[config.mk]
export PLATFORM = sky130hd
export DESIGN_NAME = sram_b_reader
export DESIGN_NICKNAME = d
export VERILOG_FILES = /design/src/rtl/npu_pkg.sv /design/src/rtl/npu_skid_fifo.sv /design/src/rtl/sram_b_reader.sv
export SDC_FILE = /design/constraint.sdc
export NUM_CORES = 1
export LEC_CHECK = 0
export ABC_AREA = 1
export ABC_CLOCK_PERIOD_IN_PS = 12140
export CELL_PAD_IN_SITES_DETAIL_PLACEMENT = 1
export CELL_PAD_IN_SITES_GLOBAL_PLACEMENT = 1
export CORE_MARGIN = 2
export CORE_UTILIZATION = 40
export DETAILED_ROUTE_END_ITERATION = 16
export MAX_ROUTING_LAYER = met4
export PLACE_DENSITY = 0.89
export SYNTH_ARGS = -nofsm -noshare
export SYNTH_HDL_FRONTEND = slang
export SYNTH_HIERARCHICAL = 1
export SYNTH_SLANG_ARGS = --single-unit
[constraint.sdc]
create_clock -name rpll_clk -period 12.14 [get_ports rpll_clk]
set_clock_uncertainty 0.05 [all_clocks]
set_input_delay 3.642 -clock rpll_clk [delete_from_list [all_inputs] [get_ports rpll_clk]]
set_output_delay 3.642 -clock rpll_clk [all_outputs]
set_load 0.005 [all_outputs]
[src/rtl/npu_pkg.sv]
// Shared NPU definitions for the sram_B read path: widths, address type and read-engine states.
package npu_pkg;

    localparam int SRAM_B_ADDR_W = 10;
    localparam int SRAM_B_DATA_W = 8;

    typedef logic [SRAM_B_ADDR_W-1:0] sram_b_addr_t;

    typedef enum logic [1:0] {
        IDLE  = 2'd0,
        FETCH = 2'd1,
        DRAIN = 2'd2,
        FIN   = 2'd3
    } rd_state_t;

endpackage

[src/rtl/npu_skid_fifo.sv]
// Two-entry synchronous FIFO used as the skid buffer behind the one-cycle sram_B read.
module npu_skid_fifo #(
    parameter int W = 9
) (
    input  logic         rpll_clk,
    input  logic         rst,
    input  logic         push,
    input  logic [W-1:0] push_data,
    input  logic         pop,
    output logic [1:0]   count,
    output logic [W-1:0] head_data
);

    logic [W-1:0] mem [2];
    logic         wr_ptr;
    logic         rd_ptr;

    always_ff @(posedge rpll_clk or posedge rst) begin
        if (rst) begin
            for (int i = 0; i < 2; i++) mem[i] <= '0;
            wr_ptr <= 1'b0;
            rd_ptr <= 1'b0;
            count  <= 2'd0;
        end else begin
            if (push) begin
                mem[wr_ptr] <= push_data;
                wr_ptr      <= ~wr_ptr;
            end
            if (pop) rd_ptr <= ~rd_ptr;
            count <= count + 2'(push) - 2'(pop);
        end
    end

    assign head_data = mem[rd_ptr];

endmodule

[src/rtl/sram_b_reader.sv]
// Streams a contiguous (or strided, with SRAM_B_RD_STRIDE_EN) run of sram_B bytes onto a
// valid/ready interface; a 2-entry skid FIFO absorbs the in-flight read under backpressure.
module sram_b_reader
    import npu_pkg::*;
#(
    parameter int ADDR_W     = SRAM_B_ADDR_W,
    parameter int DATA_W     = SRAM_B_DATA_W,
    parameter int LEN_W      = 11,
    parameter int FIFO_DEPTH = 2
) (
    input  logic              rpll_clk,
    input  logic              rst,
    input  logic              start,
    input  logic [ADDR_W-1:0] base_addr,
    input  logic [LEN_W-1:0]  len,
`ifdef SRAM_B_RD_STRIDE_EN
    input  logic [ADDR_W-1:0] stride,
`endif
    output logic              busy,
    output logic              done,
    output logic [ADDR_W-1:0] sram_B_addr,
    input  logic [DATA_W-1:0] sram_B_dout,
    output logic [DATA_W-1:0] out_data,
    output logic              out_valid,
    input  logic              out_ready,
    output logic              out_last
);

    rd_state_t         state, state_nxt;
    logic [ADDR_W-1:0] ptr;
    logic [ADDR_W-1:0] addr_hold;
    logic [ADDR_W-1:0] step;
    logic [LEN_W-1:0]  remaining;
    logic              inflight;
    logic              inflight_last;
    logic [1:0]        fifo_count;
    logic [DATA_W:0]   head;
    logic [2:0]        occ;
    logic              pop;
    logic              issue;
    logic              accept;

`ifdef SRAM_B_RD_STRIDE_EN
    logic [ADDR_W-1:0] stride_q;
    assign step = stride_q;
`else
    assign step = ADDR_W'(1);
`endif

    assign pop    = out_valid & out_ready;
    // Occupancy after this cycle's pop; a new read may only go out if its byte is guaranteed a slot.
    assign occ    = 3'(fifo_count) + 3'(inflight) - 3'(pop);
    assign issue  = (state == FETCH) && (occ < 3'(FIFO_DEPTH));
    assign accept = (state == IDLE) && start;

    always_comb begin
        state_nxt = state;
        case (state)
            IDLE:  if (start) state_nxt = (len == '0) ? FIN : FETCH;
            FETCH: if (issue && remaining == LEN_W'(1)) state_nxt = DRAIN;
            DRAIN: if (!inflight && (fifo_count == 2'd0 || (fifo_count == 2'd1 && pop)))
                       state_nxt = FIN;
            FIN:   state_nxt = IDLE;
            default: state_nxt = IDLE;
        endcase
    end

    always_ff @(posedge rpll_clk or posedge rst) begin
        if (rst) begin
            state         <= IDLE;
            ptr           <= '0;
            addr_hold     <= '0;
            remaining     <= '0;
            inflight      <= 1'b0;
            inflight_last <= 1'b0;
`ifdef SRAM_B_RD_STRIDE_EN
            stride_q      <= '0;
`endif
        end else begin
            state         <= state_nxt;
            inflight      <= issue;
            inflight_last <= issue && (remaining == LEN_W'(1));
            if (accept && len != '0) begin
                ptr       <= base_addr;
                remaining <= len;
`ifdef SRAM_B_RD_STRIDE_EN
                stride_q  <= stride;
`endif
            end else if (issue) begin
                ptr       <= ptr + step;
                remaining <= remaining - LEN_W'(1);
                addr_hold <= ptr;
            end
        end
    end

    // The address goes out combinationally in the issue cycle so the first byte lands two cycles after start.
    assign sram_B_addr = issue ? ptr : addr_hold;

    npu_skid_fifo #(.W(DATA_W + 1)) u_fifo (
        .rpll_clk  (rpll_clk),
        .rst       (rst),
        .push      (inflight),
        .push_data ({inflight_last, sram_B_dout}),
        .pop       (pop),
        .count     (fifo_count),
        .head_data (head)
    );

    assign out_valid = (fifo_count != 2'd0);
    assign out_data  = head[DATA_W-1:0];
    assign out_last  = head[DATA_W] & out_valid;
    assign busy      = (state == FETCH) || (state == DRAIN);
    assign done      = (state == FIN);

endmodule

# == Yosys cells after proc, flatten, opt, wreduce, memory -nomap -nowiden ==
# Index checks and enable logic that the tools add are counted.
# classes
eq_ne,8
n_lt_le_gt_ge,4
reduce_logical,17
muxes,16
addsub,6
bitwise_logic,6
# op_table
operator,n
9-bit two-way mux,4
10-bit two-way mux,3
11-bit two-way mux,2
18-bit bitwise mux,1
"11-bit by 1-bit == test with 1-bit output, second input constant",1
11-bit logical NOT,1
11-bit nonzero test,1
"11-bit by 1-bit subtractor with 11-bit output, second input constant",1
"10-bit by 1-bit adder with 10-bit output, second input constant",1
9-bit demux with 1-bit select,1
2-bit two-way mux,4
2-bit case mux with 4 select lines,1
1-bit logical AND,7
"2-bit by 1-bit == test with 1-bit output, second input constant",2
"2-bit == test, second input constant",2
"2-bit >= comparator, second input constant",2
2-bit logical NOT,2
"2-bit != test, second input constant",2
1-bit inverter with 2-bit output,2
2-bit nonzero test,2
2-bit by 1-bit adder with 3-bit output,1
"3-bit by 2-bit less-than comparator with 1-bit output, second input constant",1
3-bit AND reduction,1
3-bit by 1-bit subtractor with 3-bit output,1
8 further kinds,11
# word_totals
register_bits,57
elab_cells,68
output_inout_bits,22

# == Longest topological paths before layout ==
# depth
ltp_word,8
mapped_depth,16
ltp_nobuf,15

# == By module ==
# The synthesis kept the hierarchy.
# by_module_without_submodules
mod,seq_area_each_um2,cells_each,instances,area_per_inst_um2
sram_b_reader,875.8,347,1,2378.5
npu_skid_fifo,550.5,117,1,1056.0

# == Worst setup path after synthesis ==
# No wires, ideal clock.
# synth_timing
path_kind,input to output
startpoint,input port out_ready
endpoint,output port sram_B_addr[9]
arrival_ns,5.341
setup_slack_ns,3.107
t_required_ns,8.448
stages,12
path_cell_list,inv_1 nor2_1 ha_1 inv_1 nand2_1 fa_1 nand2_1 inv_1 nand3_1 buf_4 buf_2 o21ai_1
# synth_via
elab_chain_len,5
# synth_rtl
element,line,source
from (decl),sram_b_reader.sv:25,"input logic out_ready,"
1-bit AND,sram_b_reader.sv:50,assign pop = out_valid & out_ready;
via pop,sram_b_reader.sv:39,logic pop;
3-bit by 1-bit subtractor with 3-bit output,sram_b_reader.sv:52,assign occ = 3'(fifo_count) + 3'(inflight) - 3'(pop);
3-bit by 2-bit less-than comparator with 1-bit output,sram_b_reader.sv:53,assign issue = (state == FETCH) && (occ < 3'(FIFO_DEPTH));
1-bit logical AND,sram_b_reader.sv:53,
10-bit two-way mux,n/a,
to (decl),sram_b_reader.sv:21,"output logic [ADDR_W-1:0] sram_B_addr,"
# The timed path passes the listed nets, and every way through them passes these cells.

# == Final worst setup path ==
# layout_timing
startpoint,input port out_ready
endpoint,output port sram_B_addr[2]
# Same word-level chain as after synthesis.

==> impl_results.md <==
- Run status: finished clean
- First-pass GRT wire length: 16.52 mm
- Most common flop cell mapped by yosys: dfrtp_1
- Routed length per placed instance: 15.38 µm
- Cells after synthesis: 464
- Highest-count cells in the layout ignoring fill and taps: nand2_1, nand3_1, inv_1
- Layout fillers: 1,035
- Total CTS buffers: 9
- TritonCTS clock tree: yes
- Vias in the first global route: 3,511
- Max Root-Sink Buffers: 2
- Via count: 3,201
- Area leader, netlist: dfrtp_1
- Core Region: 8258 µm²
- Min cycle time layout: 10.81 ns
- Crit Path Max Fanout: 38
- Critical R2R Capture: addr_hold[2]
- Fin. max-slew vios: 0
- Clk Latency, worst-skew pair: 0.34 ns
- Slew HR: 0.3862
- Worst Tran Pin Value: 0.9197 ns
- Syn Nets: 509
- HPWL Detailed: 6.681 mm
- Largest net degree at the start of global routing: 41
- Htree depth: 3
- Worst Hold End: u_fifo/mem[12]
- Worst hold stages: 2
- RSZ-0062 raised after global routing: false
- Post-route cell area: 4224 µm²
- P&R area growth vs syn: 22.99%
- Final Hold Fails: 0
- Async SR Flop Fraction: 1.000
- Number of flops mapped to enable cells by yosys: 0
- Flops & latches, synth: 57
- Type of the worst setup path: input pin to output pin
- Post-CTS resize count: 0
- Startpoint types: input pin
- Area of the mapped netlist: 3435 µm²
- Synth top area share: 0.4153
- Postcts setup bufs: 0
- # hold bufs at CTS: 0
- Site Rows: 33
- Port Buf Inserts: 54
- Share of layout cells above drive strength 1: 0.07930
- Final GP Congestion: 0.7979
- Period utilization: 0.8907
- Flop2flop setup slack: 8.81 ns
- Die Ht: 96.66 µm
- Clock Power Share: 0.181
- Vias per cell: 5.146
- Clock sinks: 57
- Placed inst area: 4009 µm²
- Die X: 96.66 µm
- PwrDens: 252.4 nW/µm²
- Hold crit path type: flip-flop to flip-flop
- Max-cap violations: 0
- Register share of total power: 0.333
- Total gr overflow: 0
- Root Driver: clkbuf_8
- DRT antenna net count: 0
- Average size of a mapped cell: 7.402 µm²
- Max VDD drop: 86.71 µV
- Drt total wl: 9.568 mm
- Full die area: 9343 µm²
- Commonest non-fill, non-tap cell in the layout: nand2_1
- GRT Util Overall: 0.2222
- Switch share: 0.4290
- Clock transition at the registers of the reported paths: 0.07 ns
- WHS: 0.4445 ns
- Final worst setup slack: 1.327 ns
- WP data arrival: 7.12 ns
- Fmax: 0.09248 GHz
- Endpoints failing setup: 0
- Depth of the most critical reg-to-reg path: 14
- Sequential area share after synthesis: 0.4153
- Ant diodes: 0
- Initial DRC Count: 121
- DR pass1 iterations: 4
- Hold_sp: u_fifo/mem[12]
- Pre-CTS setup slack: 1.476 ns
- DRC viols: 0
- Switching Power: 457.5 µW
- Post-synthesis cell type count: 26
- Pint: 608.9 µW
- Reg2reg start: u_fifo/count[1]
- Synth top area cells: dfrtp_1, nand2_1, nand3_1, inv_1, ha_1
- Initial antenna violation count: 0
- Setup TNS: 0 ns
- Warning count from the yosys run: 6
- Crit. End Element: output pin
- Initial Util: 0.4159
- Critical path required time: 8.45 ns
- IO Count: 55
- Combinational group share of total power: 0.486
- Static Leak: 2.137 nW
- Nets: 557
## how the worst max path moves through the flow
stage                    from              to  cells after the start
finish              out_ready  sram_B_addr[2]                     14
global route        out_ready  sram_B_addr[2]                     14
CTS                 out_ready  sram_B_addr[2]                     14
detailed placement  out_ready  sram_B_addr[2]                     14
global placement    out_ready  sram_B_addr[0]                     14
floorplan           out_ready  sram_B_addr[9]                     12
## critical path: stages
cell and delay, ns:
clkdlybuf4s50_1 0.45, inv_1 0.05, nor2_1 0.26, ha_1 0.31
inv_1 0.08, nand2_1 0.06, fa_1 0.44, nand2_1 0.07
inv_1 0.04, nand3_1 0.07, buf_4 0.39, inv_1 0.26
o21ai_0 0.38, clkdlybuf4s50_1 0.59
## power by group through the flow
stage | Combinational (mW) | Clock [mW] | Sequential, mW
after detailed placement | 0.513 | 0 | 0.356
after CTS | 0.524 | 0.196 | 0.355
final | 0.519 | 0.193 | 0.355
after floorplan | 0.350 | 0 | 0.327
after global placement | 0.480 | 0 | 0.348
after global routing | 0.589 | 0.206 | 0.368
## kinds of logic after synthesis
kind of cell	count (synthesis)	synth area share
compound gates	43	0.08233
buf+inv	87	0.1071
flops	57	0.4153
xor+xnor	13	0.03315
simple gates	252	0.3162
fa+ha+maj	12	0.04590
## Yosys cell counts (all sizes together), types with 3 or more instances
cell,number
a21oi,3
buf,15
clkbuf,4
dfrtp,57
ha,11
inv,68
nand2,140
nand3,78
nor2,28
o21ai,40
xor2,13
## area by class of cell
type | instances | area (µm²) | area share
Clock inverter | 4 | 50.05 | 0.01185
Sequential cell | 57 | 1426 | 0.3377
Tap cell | 105 | 131.4 | 0.03110
Clock buffer | 12 | 165.2 | 0.03910
Multi-Input combinational cell | 320 | 1640 | 0.3883
Inverter | 68 | 255.2 | 0.06043
Timing Repair Buffer | 56 | 555.5 | 0.1315
## state kept, by name, indices dropped and copies added, names as in the netlist
name and cells:
ptr 10, u_fifo/wr_ptr 1, u_fifo/mem 18, state 2, u_fifo/count 2, addr_hold 10
u_fifo/rd_ptr 1, inflight_last 1, remaining 11, inflight 1
## per-layer routing
layer / vias up / GRT usage / wire length [µm]
met3: 14 / 0.04335 / 292
met5: - / - / 0
met4: 0 / 0.07259 / 161
met2: 54 / 0.3755 / 4886
met1: 1583 / 0.2678 / 4228
li1: 1550 / - / -
## through the flow
stage	instances	util	power [mW]
finish	622	0.5115	1.066
floorplan	464	-	0.6775
detailed placement	606	0.4855	0.8689
global placement	606	0.4855	0.8282
CTS	622	0.5115	1.075
global route	622	0.5115	1.162
Note: power is estimated with default switching activity, not from simulation.
